[src/rtl/reg_bank_pkg.sv]
// Shared types and sizing constants for the feature-map register bank reader.
package reg_bank_pkg;

  typedef enum logic [1:0] {
    IDLE  = 2'd0,
    READ  = 2'd1,
    DRAIN = 2'd2,
    DONE  = 2'd3
  } state_e;

  localparam int unsigned BUF_DEPTH = 2;
  localparam int unsigned PTR_W     = $clog2(BUF_DEPTH);
  localparam int unsigned OCC_W     = $clog2(BUF_DEPTH + 1);

endpackage

[src/rtl/skid_fifo2.sv]
// Two-entry FIFO that absorbs stream backpressure behind the bank read pipeline.
module skid_fifo2
  import reg_bank_pkg::*;
#(
  parameter int unsigned Data_Width = 32
) (
  input  logic                  clk,
  input  logic                  rst_n,
  input  logic                  clear,
  input  logic                  push,
  input  logic [Data_Width-1:0] push_data,
  input  logic                  pop,
  output logic [Data_Width-1:0] head,
  output logic                  full,
  output logic                  empty
);

  logic [Data_Width-1:0] mem_q [BUF_DEPTH];
  logic [Data_Width-1:0] mem_d [BUF_DEPTH];
  logic [PTR_W-1:0]      wr_ptr_q, wr_ptr_d;
  logic [PTR_W-1:0]      rd_ptr_q, rd_ptr_d;
  logic [OCC_W-1:0]      occ_q, occ_d;

  always_comb begin
    mem_d    = mem_q;
    wr_ptr_d = wr_ptr_q;
    rd_ptr_d = rd_ptr_q;
    occ_d    = occ_q;
    if (clear) begin
      wr_ptr_d = '0;
      rd_ptr_d = '0;
      occ_d    = '0;
    end else begin
      if (push) begin
        mem_d[wr_ptr_q] = push_data;
        wr_ptr_d        = wr_ptr_q + 1'b1;
      end
      if (pop) begin
        rd_ptr_d = rd_ptr_q + 1'b1;
      end
      unique case ({push, pop})
        2'b10:   occ_d = occ_q + 1'b1;
        2'b01:   occ_d = occ_q - 1'b1;
        default: occ_d = occ_q;
      endcase
    end
  end

  always_ff @(posedge clk or negedge rst_n) begin
    if (!rst_n) begin
      mem_q    <= '{default: '0};
      wr_ptr_q <= '0;
      rd_ptr_q <= '0;
      occ_q    <= '0;
    end else begin
      mem_q    <= mem_d;
      wr_ptr_q <= wr_ptr_d;
      rd_ptr_q <= rd_ptr_d;
      occ_q    <= occ_d;
    end
  end

  assign head  = mem_q[rd_ptr_q];
  assign full  = (occ_q == OCC_W'(BUF_DEPTH));
  assign empty = (occ_q == '0);

endmodule

[src/rtl/reg_bank_reader.sv]
// Sequential bank reader: issues Count reads from Base_addr and streams the words out.
module reg_bank_reader
  import reg_bank_pkg::*;
#(
  parameter int unsigned Data_Width = 32,
  parameter int unsigned Addr_Width = 10
) (
  input  logic                  clk,
  input  logic                  reset,
  input  logic                  start,
  input  logic                  flush,
  input  logic [Addr_Width-1:0] Base_addr,
  input  logic [Addr_Width:0]   Count,
  output logic                  mem_rd_en,
  output logic [Addr_Width-1:0] mem_addr,
  input  logic [Data_Width-1:0] mem_rd_data,
  output logic [Data_Width-1:0] Data_out,
  output logic                  out_valid,
  input  logic                  out_ready,
  output logic                  busy,
  output logic                  done
);

  localparam int unsigned CW = Addr_Width + 1;
  localparam logic [CW-1:0] ONE = CW'(1);

  state_e                state_q, state_d;
  logic [Addr_Width-1:0] base_q, base_d;
  logic [CW-1:0]         count_q, count_d;
  logic [CW-1:0]         issued_q, issued_d;
  logic [CW-1:0]         xfer_cnt_q, xfer_cnt_d;
  logic                  inflight_q, inflight_d;

  logic fifo_full, fifo_empty;
  logic xfer, credit_ok, rd_en;

  always_comb begin
    xfer = ~fifo_empty & out_ready;
    // Space check is (buffered - pop + in_flight) < BUF_DEPTH, folded onto the FIFO flags.
    if (fifo_full) credit_ok = xfer & ~inflight_q;
    else           credit_ok = fifo_empty | ~inflight_q | xfer;
    rd_en = (state_q == READ) & ~flush & (issued_q < count_q) & credit_ok;
  end

  always_comb begin
    state_d    = state_q;
    base_d     = base_q;
    count_d    = count_q;
    issued_d   = issued_q;
    xfer_cnt_d = xfer_cnt_q;
    inflight_d = rd_en;
    if (rd_en) issued_d = issued_q + ONE;
    if (xfer)  xfer_cnt_d = xfer_cnt_q + ONE;
    unique case (state_q)
      IDLE: begin
        if (start) begin
          base_d     = Base_addr;
          count_d    = Count;
          issued_d   = '0;
          xfer_cnt_d = '0;
          state_d    = (Count == '0) ? DONE : READ;
        end
      end
      READ:    if (rd_en && (issued_q + ONE == count_q)) state_d = DRAIN;
      DRAIN:   if (xfer && (xfer_cnt_q + ONE == count_q)) state_d = DONE;
      DONE:    state_d = IDLE;
      default: state_d = IDLE;
    endcase
    if (flush) begin
      state_d    = IDLE;
      inflight_d = 1'b0;
    end
  end

  always_ff @(posedge clk or negedge reset) begin
    if (!reset) begin
      state_q    <= IDLE;
      base_q     <= '0;
      count_q    <= '0;
      issued_q   <= '0;
      xfer_cnt_q <= '0;
      inflight_q <= 1'b0;
    end else begin
      state_q    <= state_d;
      base_q     <= base_d;
      count_q    <= count_d;
      issued_q   <= issued_d;
      xfer_cnt_q <= xfer_cnt_d;
      inflight_q <= inflight_d;
    end
  end

  // A flush in the same cycle as a returning read clears the FIFO, dropping that word.
  skid_fifo2 #(
    .Data_Width(Data_Width)
  ) u_buf (
    .clk       (clk),
    .rst_n     (reset),
    .clear     (flush),
    .push      (inflight_q),
    .push_data (mem_rd_data),
    .pop       (xfer),
    .head      (Data_out),
    .full      (fifo_full),
    .empty     (fifo_empty)
  );

  assign mem_rd_en = rd_en;
  assign mem_addr  = base_q + issued_q[Addr_Width-1:0];
  assign out_valid = ~fifo_empty;
  assign busy      = (state_q == READ) | (state_q == DRAIN);
  assign done      = (state_q == DONE);

endmodule
[config.mk]
export PLATFORM = sky130hd
export DESIGN_NAME = reg_bank_reader
export DESIGN_NICKNAME = d
export VERILOG_FILES = /design/src/rtl/reg_bank_pkg.sv /design/src/rtl/skid_fifo2.sv /design/src/rtl/reg_bank_reader.sv
export SDC_FILE = /design/constraint.sdc
export NUM_CORES = 1
export LEC_CHECK = 0
export CAP_MARGIN = 20
export CORE_ASPECT_RATIO = 1.5
export CORE_MARGIN = 5
export CORE_UTILIZATION = 35
export DETAILED_ROUTE_END_ITERATION = 10
export GPL_TIMING_DRIVEN = 0
export PLACE_DENSITY = 0.67
export SYNTH_ARGS = -nofsm -noshare
export SYNTH_HDL_FRONTEND = slang
export SYNTH_SLANG_ARGS = --single-unit
[constraint.sdc]
create_clock -name clk -period 2.4 [get_ports clk]
set_clock_uncertainty 0.05 [all_clocks]
set_input_delay 0.36 -clock clk [delete_from_list [all_inputs] [get_ports clk]]
set_output_delay 0.36 -clock clk [all_outputs]
set_load 0.02 [all_outputs]
# Word level (Yosys, flattened, before mapping)

Index checks and enable logic that the tools add are counted.

Bits of input ports: 58
Flip-flop bits (word level): 114
Output and inout port bits: 46
Word-level logic and storage cells: 84

Reduce and logical (&&, ||, !) cells: 12
Add/sub/neg operators: 7
Bitwise operators: 13
Mux-type cells: 26
Eq/ne operators: 11
Order comparisons: 4

Operator list:

| operator                                                  | number |
|---|---|
| 2-to-1 mux 32 bit                                         | 4 |
| 2-to-1 mux 11 bit                                         | 6 |
| bitwise mux 64 bit                                        | 1 |
| demux 32 bit (select 1 bit)                               | 1 |
| adder 11 x 1 -> 11 bit (second input constant)            | 2 |
| == test 11 bit                                            | 2 |
| 2-to-1 mux 2 bit                                          | 6 |
| logical NOT 11 bit                                        | 1 |
| < comparator 11 bit                                       | 1 |
| adder 10 bit                                              | 1 |
| != test 3 bit (second input constant)                     | 3 |
| == test 2 bit (second input constant)                     | 4 |
| one-hot mux 2 bit (4 select lines)                        | 1 |
| 2-to-1 mux 1 bit                                          | 6 |
| AND 1 bit                                                 | 5 |
| == test 2 x 1 -> 1 bit (second input constant)            | 2 |
| greater-or-equal comparator 2 bit (second input constant) | 2 |
| logical NOT 2 bit                                         | 2 |
| inverter 1 -> 2 bit                                       | 2 |
| one-hot mux 2 bit (2 select lines)                        | 1 |
| AND reduction 2 bit                                       | 2 |
| nonzero test 2 bit                                        | 2 |
| logical AND 1 bit                                         | 3 |
| inverter 1 bit                                            | 3 |
| 7 further kinds                                           | 10 |

# Logic depth before layout (Yosys ltp)

Gate-level depths: netlist of the first run.

Depth after elaboration: 10
Mapped depth: 11
Depth with buffers taken out: 11

# By module

A second synthesis of the first run with hierarchy kept.

Cells, all modules: 544
Area total of the unflattened synthesis: 6218.5 um^2

By module, submodules not included:

| module          | times used | seq. area each (um^2) | area each (um^2) | cells each |
|---|---|---|---|---|
| reg_bank_reader | 1          | 1151.1                | 3236.9           | 353 |
| skid_fifo2      | 1          | 1701.6                | 2981.6           | 191 |

# Least setup slack after synthesis of the first run

OpenSTA, ideal clock, no wires.

Path kind: reg2out
Start point: register issued_q[0]
End point: output mem_addr[8]
Arrival time: 2.148 ns
Stages on the path, launching flop included: 12
Setup slack: -0.158 ns
Data required time: 1.990 ns
Path buffers: 0
Cell sequence: dfrtp_1 -> ha_1 -> inv_1 -> fa_1 -> nor2b_1 -> o21ai_0 -> a21boi_0 -> o21ai_0 -> nand2b_1 -> a21o_1 -> a21oi_1 -> xnor2_1

Cells in the longest elaborated chain, start to end: 1

Ends and longest elaborated chain:

| what                     | RTL line               | text |
|---|---|---|
| start: declaration       | reg_bank_reader.sv:30  | `logic [CW-1:0] issued_q, issued_d;` |
| start signal: assignment | reg_bank_reader.sv:87  | `issued_q <= issued_d;` |
| adder 10 bit             | reg_bank_reader.sv:109 | `assign mem_addr = base_q + issued_q[Addr_Width-1:0];` |
| end: declaration         | reg_bank_reader.sv:15  | `output logic [Addr_Width-1:0] mem_addr,` |

No other way between the ends.

# Final worst setup path of the first run

Start point: register issued_q[2]
End point: output mem_addr[8]

The elaborated chain is that of the path after synthesis.

==> impl_metrics.csv, run 1 <==
group,metric,value,unit
yosys,synthCells,554,
floorplan,io_pins,104,
yosys,seq_area_frac_synth,45.37,%
timing,fmax,357.3,MHz
global_route,grt_pass1_vias,5333,
global_route,grt_pass1_wl,26820,µm
power_and_ir_drop,power.internal,5.814,mW
yosys,ys_types,58,
power_and_ir_drop,powerDensity,1047,nW/µm²
yosys,synth_nets,640,
floorplan,dieWidth,119.4,µm
timing,relSlewSlack,53.77,%
drt,antenna_left,0,
power_and_ir_drop,vdd_drop_max,0.5331,mV
floorplan,initial_core_util,35.34,%
outcome,violations,"negative setup slack",
global_route,antenna_found_initial,0,
setup_path,crit_type,"reg -> out",
outcome,outcome,"complete, but fails checks",
global_route,grt_overflow,0,
timing,holdWs,0.3587,ns
drt,vias_per_cell,5.160,
drt,drt_iter0_drc,154,
timing,timing.final.ws_setup,-0.3985,ns
drt,wl_per_cell,17.70,µm
power_and_ir_drop,share_comb_of_total_power,42.3,%
setup_path,cp-start-kind,"register",
clocking,clk_pin_slew,0.06,ns
power_and_ir_drop,switching_power,3.256,mW
timing,finalCritPeriodShare,116.6,%
timing,finalSetupViolCount,10,
setup_path,worstPathArrival,2.39,ns
drt,wirelength,16330,µm
cells_and_area,diodes,0,
global_route,track_usage,16.20,%
yosys,synthArstFlopShare,100.0,%
setup_path,end_kind,"output port",
clocking,cts_tree,"built",
yosys,ys.flop_type,"dfrtp_1",
timing,hold_viol,0,
yosys,synth_area,6287,µm²
setup_path,worstPathRequired,1.99,ns
clocking,clk_latency,0.41,ns
clocking,clock_tree.buffer_depth,2,
clocking,clock-root-buffer,"clkbuf_16",
placed_design,dp.cells,875,
placed_design,postPlaceCellArea,7642,µm²
timing,worstMarginPinSlew,0.6934,ns
yosys,yosysWarnings,0,
power_and_ir_drop,p_sw_share,35.90,%
timing,slew_viol_final,0,
cells_and_area,final_layout_size_suffix_gt1_share,35.27,%
power_and_ir_drop,p_leak,3.881,nW
yosys,synth_seq_cells,114,
drt,num_vias,4763,
cells_and_area,syn2layout_area_growth,37.73,%
floorplan,coreArea,17790,µm²
setup_path,path_max_fanout,9,
power_and_ir_drop,seq_power_share,32.0,%
power_and_ir_drop,clockPowerShare,25.8,%
min_path,hold_class,"in -> async",
drt,drc,0,
cells_and_area,final_common_cell,"mux2_2",
placed_design,io_buffer_count,103,
clocking,htree_num_levels,4,
yosys,synth-edff-count,0,
cells_and_area,design_area,8660,µm²
floorplan,fp.dieArea,20800,µm²
global_route,grt_start_max_net_pins,85,
yosys,syn_area_per_cell,11.35,µm²
clocking,cts_made_buffers,17,
cells_and_area,fin_nets,779,
timing,post-route-min-period,2.798,ns
run,drv_cap,0,
placed_design,dp_hpwl,11960,µm
timing,rsz0062_at_grt,"yes",
floorplan,die_y,174.2,µm
drt,drtPass1Iterations,4,
cells_and_area,most-common-layout-cells,"107 x mux2_2, 103 x dfrtp_1, 63 x clkdlybuf4s50_1, 29 x nand2_1, 23 x nor2_1",
clocking,cts.sinks,114,
cells_and_area,nFillCells,1613,
power_and_ir_drop,total_power,9.070,mW
cells_and_area,fin_cells,923,
placed_design,gp_congestion,0.9136,
floorplan,num_rows,60,
==> worst max-delay path, stage by stage (launching register included) <==
cell	delay, ns
dfrtp_2	0.48
ha_4	0.26
nor2b_2	0.15
o21ai_2	0.15
a21boi_2	0.08
o21ai_1	0.15
nand2b_1	0.09
a21o_1	0.18
a21oi_2	0.16
xnor2_2	0.12
buf_4	0.15
==> power groups by stage <==
| stage | Combinational [mW] | Sequential (mW) | Clock, mW |
|---|---|---|---|
| after detailed placement | 3.68 | 2.93 | 0 |
| after global placement | 3.61 | 2.88 | 0 |
| after floorplan | 2.32 | 2.79 | 0 |
| after CTS | 3.80 | 2.92 | 2.40 |
| final | 3.84 | 2.90 | 2.34 |
| after global routing | 4.17 | 2.98 | 2.50 |
==> final timing paths <==
kind	from	cells past startpoint	slack, ns	end
min in group clk	u_buf.mem_q[19]	1	0.45	u_buf.mem_q[19]
worst min-delay path	reset	2	0.36	base_q[1]
worst max-delay path	issued_q[2]	10	-0.40	mem_addr[8]
worst min register to register	u_buf.mem_q[19]	1	0.45	u_buf.mem_q[19]
worst max register to register	issued_q[1]	11	-0.27	state_q[1]
max in group asynchronous	reset	3	1.22	u_buf.mem_q[5]
==> per-stage QoR <==
stage	worst slack (ns)	utilization (%)	TNS (ns)
after floorplan	-0.003873	-	-0.003873
after global placement	-3.441	42.79	-416.03
after detailed placement	-0.8850	42.95	-28.58
after CTS	-0.5035	47.95	-2.808
after global routing	-0.5661	48.67	-3.532
final	-0.3985	48.67	-2.159
==> kinds of logic after synthesis <==
family	Yosys count	synth area share [%]
mux	108	19.32
simple gates	127	10.85
buf+inv	48	3.701
compound gates	84	8.677
flops	114	45.37
fa+ha+maj	28	5.691
xor+xnor	45	6.388
==> layout make-up <==
class | count | area, µm² | area share (%)
Clock buffer | 19 | 452.9 | 5.230
Tap cell | 217 | 271.5 | 3.135
Timing Repair Buffer | 123 | 1212 | 14.00
Sequential cell | 114 | 2867 | 33.10
Clock inverter | 13 | 101.3 | 1.170
Inverter | 22 | 82.58 | 0.9536
Buffer | 23 | 182.7 | 2.110
Multi-Input combinational cell | 392 | 3490 | 40.30
==> metal layers <==
metal	vias to the layer above	global-route usage (%)	share of wire [%]
li1	2254	-	-
met1	2340	17.24	38
met2	132	28.52	52
met3	37	5.924	6.6
met4	0	7.167	3.7
met5	-	0	0
==> flip-flops by register name (all words and copies together), names as in the netlist <==
name / flops
u_buf.occ_q: 2
issued_q: 11
inflight_q: 1
u_buf.mem_q: 64
count_q: 11
u_buf.rd_ptr_q: 1
xfer_cnt_q: 11
u_buf.wr_ptr_q: 1
state_q: 2
base_q: 10
==> repair_timing <==
action | 4_1_cts | 5_1_grt
setup buffers | 14 | 4
hold buffers | 1 | 0
endpoints found under the hold margin | 30 | 0
setup endpoints to repair | 93 | 31
pin swaps | 29 | 7
gates resized for setup | 126 | 37
==> synth_stat cells, types with 2 or more instances <==
cell type  instances  share of area [%]
nor2b_1            7               0.70
xnor2_1           23                3.2
nand3b_1           3               0.36
nand2_1           29                1.7
and3_1             3               0.30
nand4_1            4               0.40
nor2_1            24                1.4
or3_1              8               0.80
clkbuf_1          18                1.1
mux2_2           107                 19
o21ai_0           29                2.3
a211oi_1           3               0.36
nand2b_1           4               0.40
o311ai_0           2               0.28
nand3_1           14                1.1
inv_1             22                1.3
a21oi_1           21                1.7
nor3_1             8               0.64
and4_1             2               0.28
nor4_1             7               0.70
buf_2              2               0.16
o21a_1             2               0.24
o31ai_1            4               0.48
o311ai_1           3               0.42
ha_1              27                5.4
o211ai_1           4               0.48
or2_2              3               0.30
a21o_1             5               0.60
dfrtp_1          114                 45
nor3b_1            3               0.36
xor2_1            21                2.9
buf_1              2               0.12
No activity file was read; power rests on OpenSTA's default activity.
==> inputs of run 2 (changes only) <==
--- a/config.mk
+++ b/config.mk
@@ -5,7 +5,7 @@
 export SDC_FILE = /design/constraint.sdc
 export NUM_CORES = 1
 export LEC_CHECK = 0
-export CAP_MARGIN = 20
+export CAP_MARGIN = 40
 export CORE_ASPECT_RATIO = 1.5
 export CORE_MARGIN = 5
 export CORE_UTILIZATION = 35
==> run 2 against run 1 <==
Compared with the run above:
- largest power group unchanged
- critical endpoint unchanged
- register-to-register slack barely moved
- sequential power barely moved
- die area did not move
- largest cell class unchanged
- flip-flop and latch count did not move
- the flow still finishes with violations (negative setup slack)
==> impl_metrics.csv, run 2 (synthesized netlist as in run 1, its figures left out) <==
group,metric,value,unit
outcome,outcome,"complete, but fails checks",
outcome,violations,"negative setup slack",
setup_path,r2r-start,"issued_q[1]",
global_route,grt_overflow,0,
setup_path,r2r-end,"state_q[1]",
setup_path,worst-path-buf-inv,1,
clocking,cts_tree,"built",
global_route,grt_start_max_net_pins,85,
drt,drtPass1Iterations,4,
timing,post-route-min-period,2.798,ns
floorplan,io_pins,104,
setup_path,cp_top_family,"compound AO/OA/AOI/OAI gates",
cells_and_area,final_layout_size_suffix_gt1_share,35.27,%
power_and_ir_drop,share_comb_of_total_power,42.3,%
timing,relSlewSlack,53.77,%
power_and_ir_drop,vdd_drop_max,0.5331,mV
power_and_ir_drop,switching_power,3.256,mW
floorplan,fp.dieArea,20800,µm²
global_route,met1_usage,17.24,%
floorplan,num_rows,60,
drt,drc,0,
timing,timing.final.ws_setup,-0.3985,ns
setup_path,crit_type,"reg -> out",
global_route,met3_usage,5.924,%
cells_and_area,final_common_cell,"mux2_2",
setup_path,worstPathRequired,1.99,ns
global_route,track_usage,16.20,%
cells_and_area,diodes,0,
setup_path,r2r_cells,11,
timing,setup_tns,-2.159,ns
setup_path,cp-start-kind,"register",
drt,drt_iter0_drc,154,
timing,holdWs,0.3587,ns
cells_and_area,utilization,48.67,%
min_path,hold_class,"in -> async",
run,drv_cap,0,
global_route,antenna_found_initial,0,
drt,num_vias,4763,
setup_path,path_max_fanout,9,
timing,hold_viol,0,
placed_design,dp_hpwl,11960,µm
global_route,grt_pass1_wl,26820,µm
cells_and_area,design_area,8660,µm²
timing,worstMarginPinSlew,0.6934,ns
clocking,clock_tree.buffer_depth,2,
power_and_ir_drop,seq_power_share,32.0,%
power_and_ir_drop,p_leak,3.881,nW
clocking,cts.sinks,114,
power_and_ir_drop,clockPowerShare,25.8,%
floorplan,dieWidth,119.4,µm
timing,rsz0062_at_grt,"yes",
global_route,met2_usage,28.52,%
drt,vias_per_cell,5.160,
setup_path,cpMaxStageDelayCell,"dfrtp_2",
global_route,grt_pass1_vias,5333,
placed_design,postPlaceCellArea,7642,µm²
floorplan,initial_core_util,35.34,%
floorplan,coreArea,17790,µm²
timing,fmax,357.3,MHz
clocking,clock-root-buffer,"clkbuf_16",
setup_path,rrSetupSlack,-0.27,ns
setup_path,crit_start,"issued_q[2]",
timing,finalSetupViolCount,10,
drt,wirelength,16330,µm
drt,wl_per_cell,17.70,µm
cells_and_area,largest-register,"u_buf.mem_q",
cells_and_area,fin_nets,779,
setup_path,end_kind,"output port",
power_and_ir_drop,p_sw_share,35.90,%
clocking,clk_latency,0.41,ns
timing,finalCritPeriodShare,116.6,%
setup_path,worstPathArrival,2.39,ns
cells_and_area,most-common-layout-cells,"107 x mux2_2, 103 x dfrtp_1, 63 x clkdlybuf4s50_1, 29 x nand2_1, 23 x nor2_1",
cells_and_area,largest_reg_flops,64,
floorplan,die_y,174.2,µm
placed_design,io_buffer_count,103,
placed_design,gp_congestion,0.9136,
power_and_ir_drop,power.internal,5.814,mW
timing,slew_viol_final,0,
clocking,cts_made_buffers,17,
cells_and_area,syn2layout_area_growth,37.73,%
drt,antenna_left,0,
global_route,busiest_layer,"met2",
setup_path,slowest_delay,0.48,ns
setup_path,crit_chain,"ha_4 -> nor2b_2 -> o21ai_2 -> a21boi_2 -> o21ai_1 -> nand2b_1 -> a21o_1 -> a21oi_2 -> xnor2_2 -> buf_4",
clocking,clk_pin_slew,0.06,ns
power_and_ir_drop,powerDensity,1047,nW/µm²
clocking,htree_num_levels,4,
==> run 2: final cells by class <==
| class | count | area (µm²) |
|---|---|---|
| Inverter | 22 | 82.58 |
| Multi-Input combinational cell | 392 | 3490 |
| Buffer | 23 | 182.7 |
| Fill cell | 1613 | 9133 |
| Tap cell | 217 | 271.5 |
| Sequential cell | 114 | 2867 |
| Clock buffer | 19 | 452.9 |
| Timing Repair Buffer | 123 | 1212 |
| Clock inverter | 13 | 101.3 |
==> run 2: worst max path at each step <==
stage                                 end  slack (ns)  cells past startpoint
after global placement    u_buf.mem_q[40]       -3.44                      1
after detailed placement      mem_addr[8]       -0.89                     12
after global routing          mem_addr[8]       -0.57                     12
final                         mem_addr[8]       -0.40                     10
after CTS                     mem_addr[8]       -0.50                     12
after floorplan               mem_addr[8]      -0.004                     11
==> run 2: power groups by stage <==
stage	Sequential, mW	Clock (mW)	Combinational, mW
after CTS	2.92	2.40	3.80
after global routing	2.98	2.50	4.17
after detailed placement	2.93	0	3.68
after floorplan	2.79	0	2.32
after global placement	2.88	0	3.61
final	2.90	2.34	3.84
==> run 2: worst register-to-register path, cell delays in order, from the launching register on <==
cell      delay [ns]
dfrtp_2         0.43
buf_6           0.14
ha_4            0.20
nor2b_4         0.12
o31ai_4         0.29
a21oi_2         0.09
a211o_2         0.32
buf_6           0.15
o21bai_4        0.20
o32ai_4         0.36
nand3_1         0.14
o311ai_2        0.09
==> run 2: metal layers <==
| layer | vias to the layer above | wire, µm |
|---|---|---|
| met2 | 132 | 8495 |
| met4 | 0 | 599 |
| met3 | 37 | 1082 |
| met1 | 2340 | 6155 |
| met5 | - | 0 |
| li1 | 2254 | - |
==> run 2: timing repair <==
action / 4_1_cts / 5_1_grt
pin swaps: 29 / 7
cloned: 0 / 0
setup endpoints to repair: 93 / 31
endpoints found under the hold margin: 30 / 0
setup buffers: 14 / 4
hold buffers: 1 / 0
resized for setup: 126 / 37
==> run 2: through the flow <==
step,setup slack (ns),total power [mW],cells
2_1_floorplan,-0.003873,5.105,554
3_3_place_gp,-3.441,6.486,874
3_5_place_dp,-0.8850,6.609,875
4_1_cts,-0.5035,9.120,920
5_1_grt,-0.5661,9.658,923
6_report,-0.3985,9.070,923
==> inputs of run 3 (changes only) <==
--- a/config.mk
+++ b/config.mk
@@ -8,10 +8,10 @@
 export CAP_MARGIN = 40
 export CORE_ASPECT_RATIO = 1.5
 export CORE_MARGIN = 5
-export CORE_UTILIZATION = 35
+export CORE_UTILIZATION = 49
 export DETAILED_ROUTE_END_ITERATION = 10
 export GPL_TIMING_DRIVEN = 0
-export PLACE_DENSITY = 0.67
+export PLACE_DENSITY = 0.86
 export SYNTH_ARGS = -nofsm -noshare
 export SYNTH_HDL_FRONTEND = slang
 export SYNTH_SLANG_ARGS = --single-unit
==> run 3 against run 2 <==
Compared with the run above:
- the run still ends with negative setup slack left
- sequential power is 1% higher
- non-clock buffer count is 28 higher
- clock power is 9.0% higher
- hold slack worse by 0.063 ns
- combinational power is 5.7% higher
- cell count is 3.6% lower
- routed wire length is 10% higher
- die area is 27% lower
- critical path depth is 1 higher
- via count is 8.9% higher
- setup slack worse by 0.13 ns
- critical path type unchanged
- highest routed layer unchanged
==> impl_metrics.csv, run 3 (synthesized netlist as in run 1, its figures left out) <==
group,metric,value,unit
placed_design,dp.cells,815,
setup_path,path_max_fanout,5,
cells_and_area,seqCellArea,2869,µm²
power_and_ir_drop,vdd_drop_max,0.8380,mV
global_route,grt_start_max_net_pins,58,
cells_and_area,multi_input_area,3528,µm²
timing,timing.final.ws_setup,-0.5241,ns
setup_path,worstPathArrival,2.51,ns
timing,worstMarginPinSlew,0.7029,ns
timing,post-route-min-period,2.924,ns
run,drv_cap,0,
clocking,cts_made_buffers,17,
setup_path,worstPathRequired,1.99,ns
drt,wl_per_cell,20.21,µm
cells_and_area,fin_nets,807,
cells_and_area,final_common_cell,"mux2_2",
clocking,clock_tree.buffer_depth,2,
cells_and_area,most-common-layout-cells,"107 x mux2_2, 101 x dfrtp_1, 64 x clkdlybuf4s50_1, 39 x buf_4, 28 x nand2_1",
timing,finalCritPeriodShare,121.8,%
timing,setup_tns,-6.384,ns
power_and_ir_drop,total_power,9.552,mW
floorplan,initial_core_util,50.25,%
cells_and_area,fin_cells,890,
global_route,grt_pass1_vias,5441,
cells_and_area,diodes,0,
timing,slew_viol_final,0,
global_route,antenna_found_initial,0,
setup_path,end_kind,"output port",
drt,num_vias,5186,
setup_path,cpMaxStageDelayCell,"dfrtp_2",
setup_path,r2r_cells,14,
floorplan,die_y,148.7,µm
floorplan,num_rows,50,
outcome,outcome,"complete, but fails checks",
placed_design,gp_congestion,0.9327,
floorplan,io_pins,104,
drt,drtPass1Iterations,5,
drt,drc,0,
floorplan,dieWidth,102.5,µm
clocking,clk_latency,0.41,ns
timing,relSlewSlack,53.04,%
drt,wirelength,17980,µm
setup_path,r2r-start,"issued_q[2]",
setup_path,slowest_delay,0.44,ns
global_route,track_usage,22.11,%
drt,antenna_left,0,
timing,fmax,342.0,MHz
placed_design,dp_hpwl,11220,µm
outcome,violations,"negative setup slack",
placed_design,io_buffer_count,103,
drt,vias_per_cell,5.827,
setup_path,r2r-end,"state_q[1]",
global_route,grt_overflow,0,
clocking,cts.sinks,114,
min_path,hold_class,"in -> async",
setup_path,cp-start-kind,"register",
drt,drt_iter0_drc,307,
timing,finalSetupViolCount,21,
setup_path,rrSetupSlack,-0.49,ns
timing,rsz0062_at_grt,"yes",
clocking,cts_tree,"built",
power_and_ir_drop,powerDensity,1070,nW/µm²
floorplan,coreArea,12510,µm²
setup_path,crit_top_cell,"buf_6",
cells_and_area,final_layout_size_suffix_gt1_share,38.83,%
setup_path,crit_chain,"buf_6 -> buf_6 -> buf_6 -> buf_8 -> ha_4 -> o21a_4 -> o31ai_4 -> a21oi_2 -> a211o_2 -> inv_2 -> buf_6",
clocking,htree_num_levels,4,
cells_and_area,largest-register,"u_buf.mem_q",
clocking,clock-root-buffer,"clkbuf_16",
cells_and_area,largest_reg_flops,64,
cells_and_area,syn2layout_area_growth,41.95,%
floorplan,fp.dieArea,15240,µm²
global_route,grt_pass1_wl,26550,µm
timing,hold_viol,0,
clocking,clk_pin_slew,0.06,ns
cells_and_area,nFillCells,829,
power_and_ir_drop,p_leak,4.104,nW
setup_path,crit_type,"reg -> out",
==> run 3: cell types whose count changed in the layout (fill, tap and decap cells not counted), sizes merged <==
cell / change
buf: +27
dlygate4sd2: -3
bufinv: +2
dlymetal6s2s: +2
clkbuf: +1
clkdlybuf4s50: +1
clkinvlp: -1
inv: -1
==> run 3: where the power goes <==
| group | internal, mW | switching [mW] |
|---|---|---|
| logic | 2.03 | 2.03 |
| registers | 2.50 | 0.443 |
| clock network | 1.60 | 0.954 |
| total | 6.12 | 3.43 |
==> run 3: through the flow <==
step | setup slack [ns] | area (µm²) | hold slack (ns) | util (%)
after detailed placement | -0.8405 | 7582 | 0.1733 | 60.60
after CTS | -0.4645 | 8493 | 0.2758 | 67.88
after global placement | -3.297 | 7537 | 0.4309 | 60.24
final | -0.5241 | 8925 | 0.2954 | 71.33
after floorplan | -0.003873 | 6311 | 0.01441 | -
after global routing | -0.6536 | 8925 | 0.3110 | 71.33
==> run 3: worst max path at each step <==
stage,to,start,slack (ns)
global placement,base_q[5],reset,-3.30
floorplan,mem_addr[8],issued_q[0],-0.004
global route,mem_addr[8],issued_q[0],-0.65
finish,mem_rd_en,issued_q[2],-0.52
detailed placement,mem_addr[8],issued_q[0],-0.84
CTS,mem_addr[9],issued_q[1],-0.46
==> run 3: area by class of cell <==
cell class                      instances  area share, %
Buffer                                 23          1.935
Tap cell                              156          2.187
Inverter                               22         0.9533
Timing Repair Buffer                  151          16.50
Clock buffer                           19          5.075
Multi-Input combinational cell        392          39.53
Clock inverter                         13          1.668
Sequential cell                       114          32.15
==> run 3: repair_timing <==
| item | 4_1_cts | 5_1_grt |
|---|---|---|
| endpoints found under the setup margin | 61 | 36 |
| gates resized for setup | 117 | 71 |
| setup buffers | 19 | 29 |
| pin swaps | 38 | 20 |
| hold endpoints to repair | 12 | 0 |
| hold buffers | 1 | 0 |
==> run 3: per-layer routing <==
layer  vias up  wire (µm)  global-route usage, %
met2       263       9596                  39.72
met1      2552       6201                  23.81
met4         0        752                  8.601
li1       2306          -                      -
met5         -          0                      0
met3        65       1433                  6.598
==> run 3: worst max-delay path: cells and delay by family, from the launching register on <==
family / cells / cell delay (ns)
compound gates: 4 / 0.76
fa+ha+maj: 1 / 0.21
buf+inv: 6 / 0.68
flops: 1 / 0.44
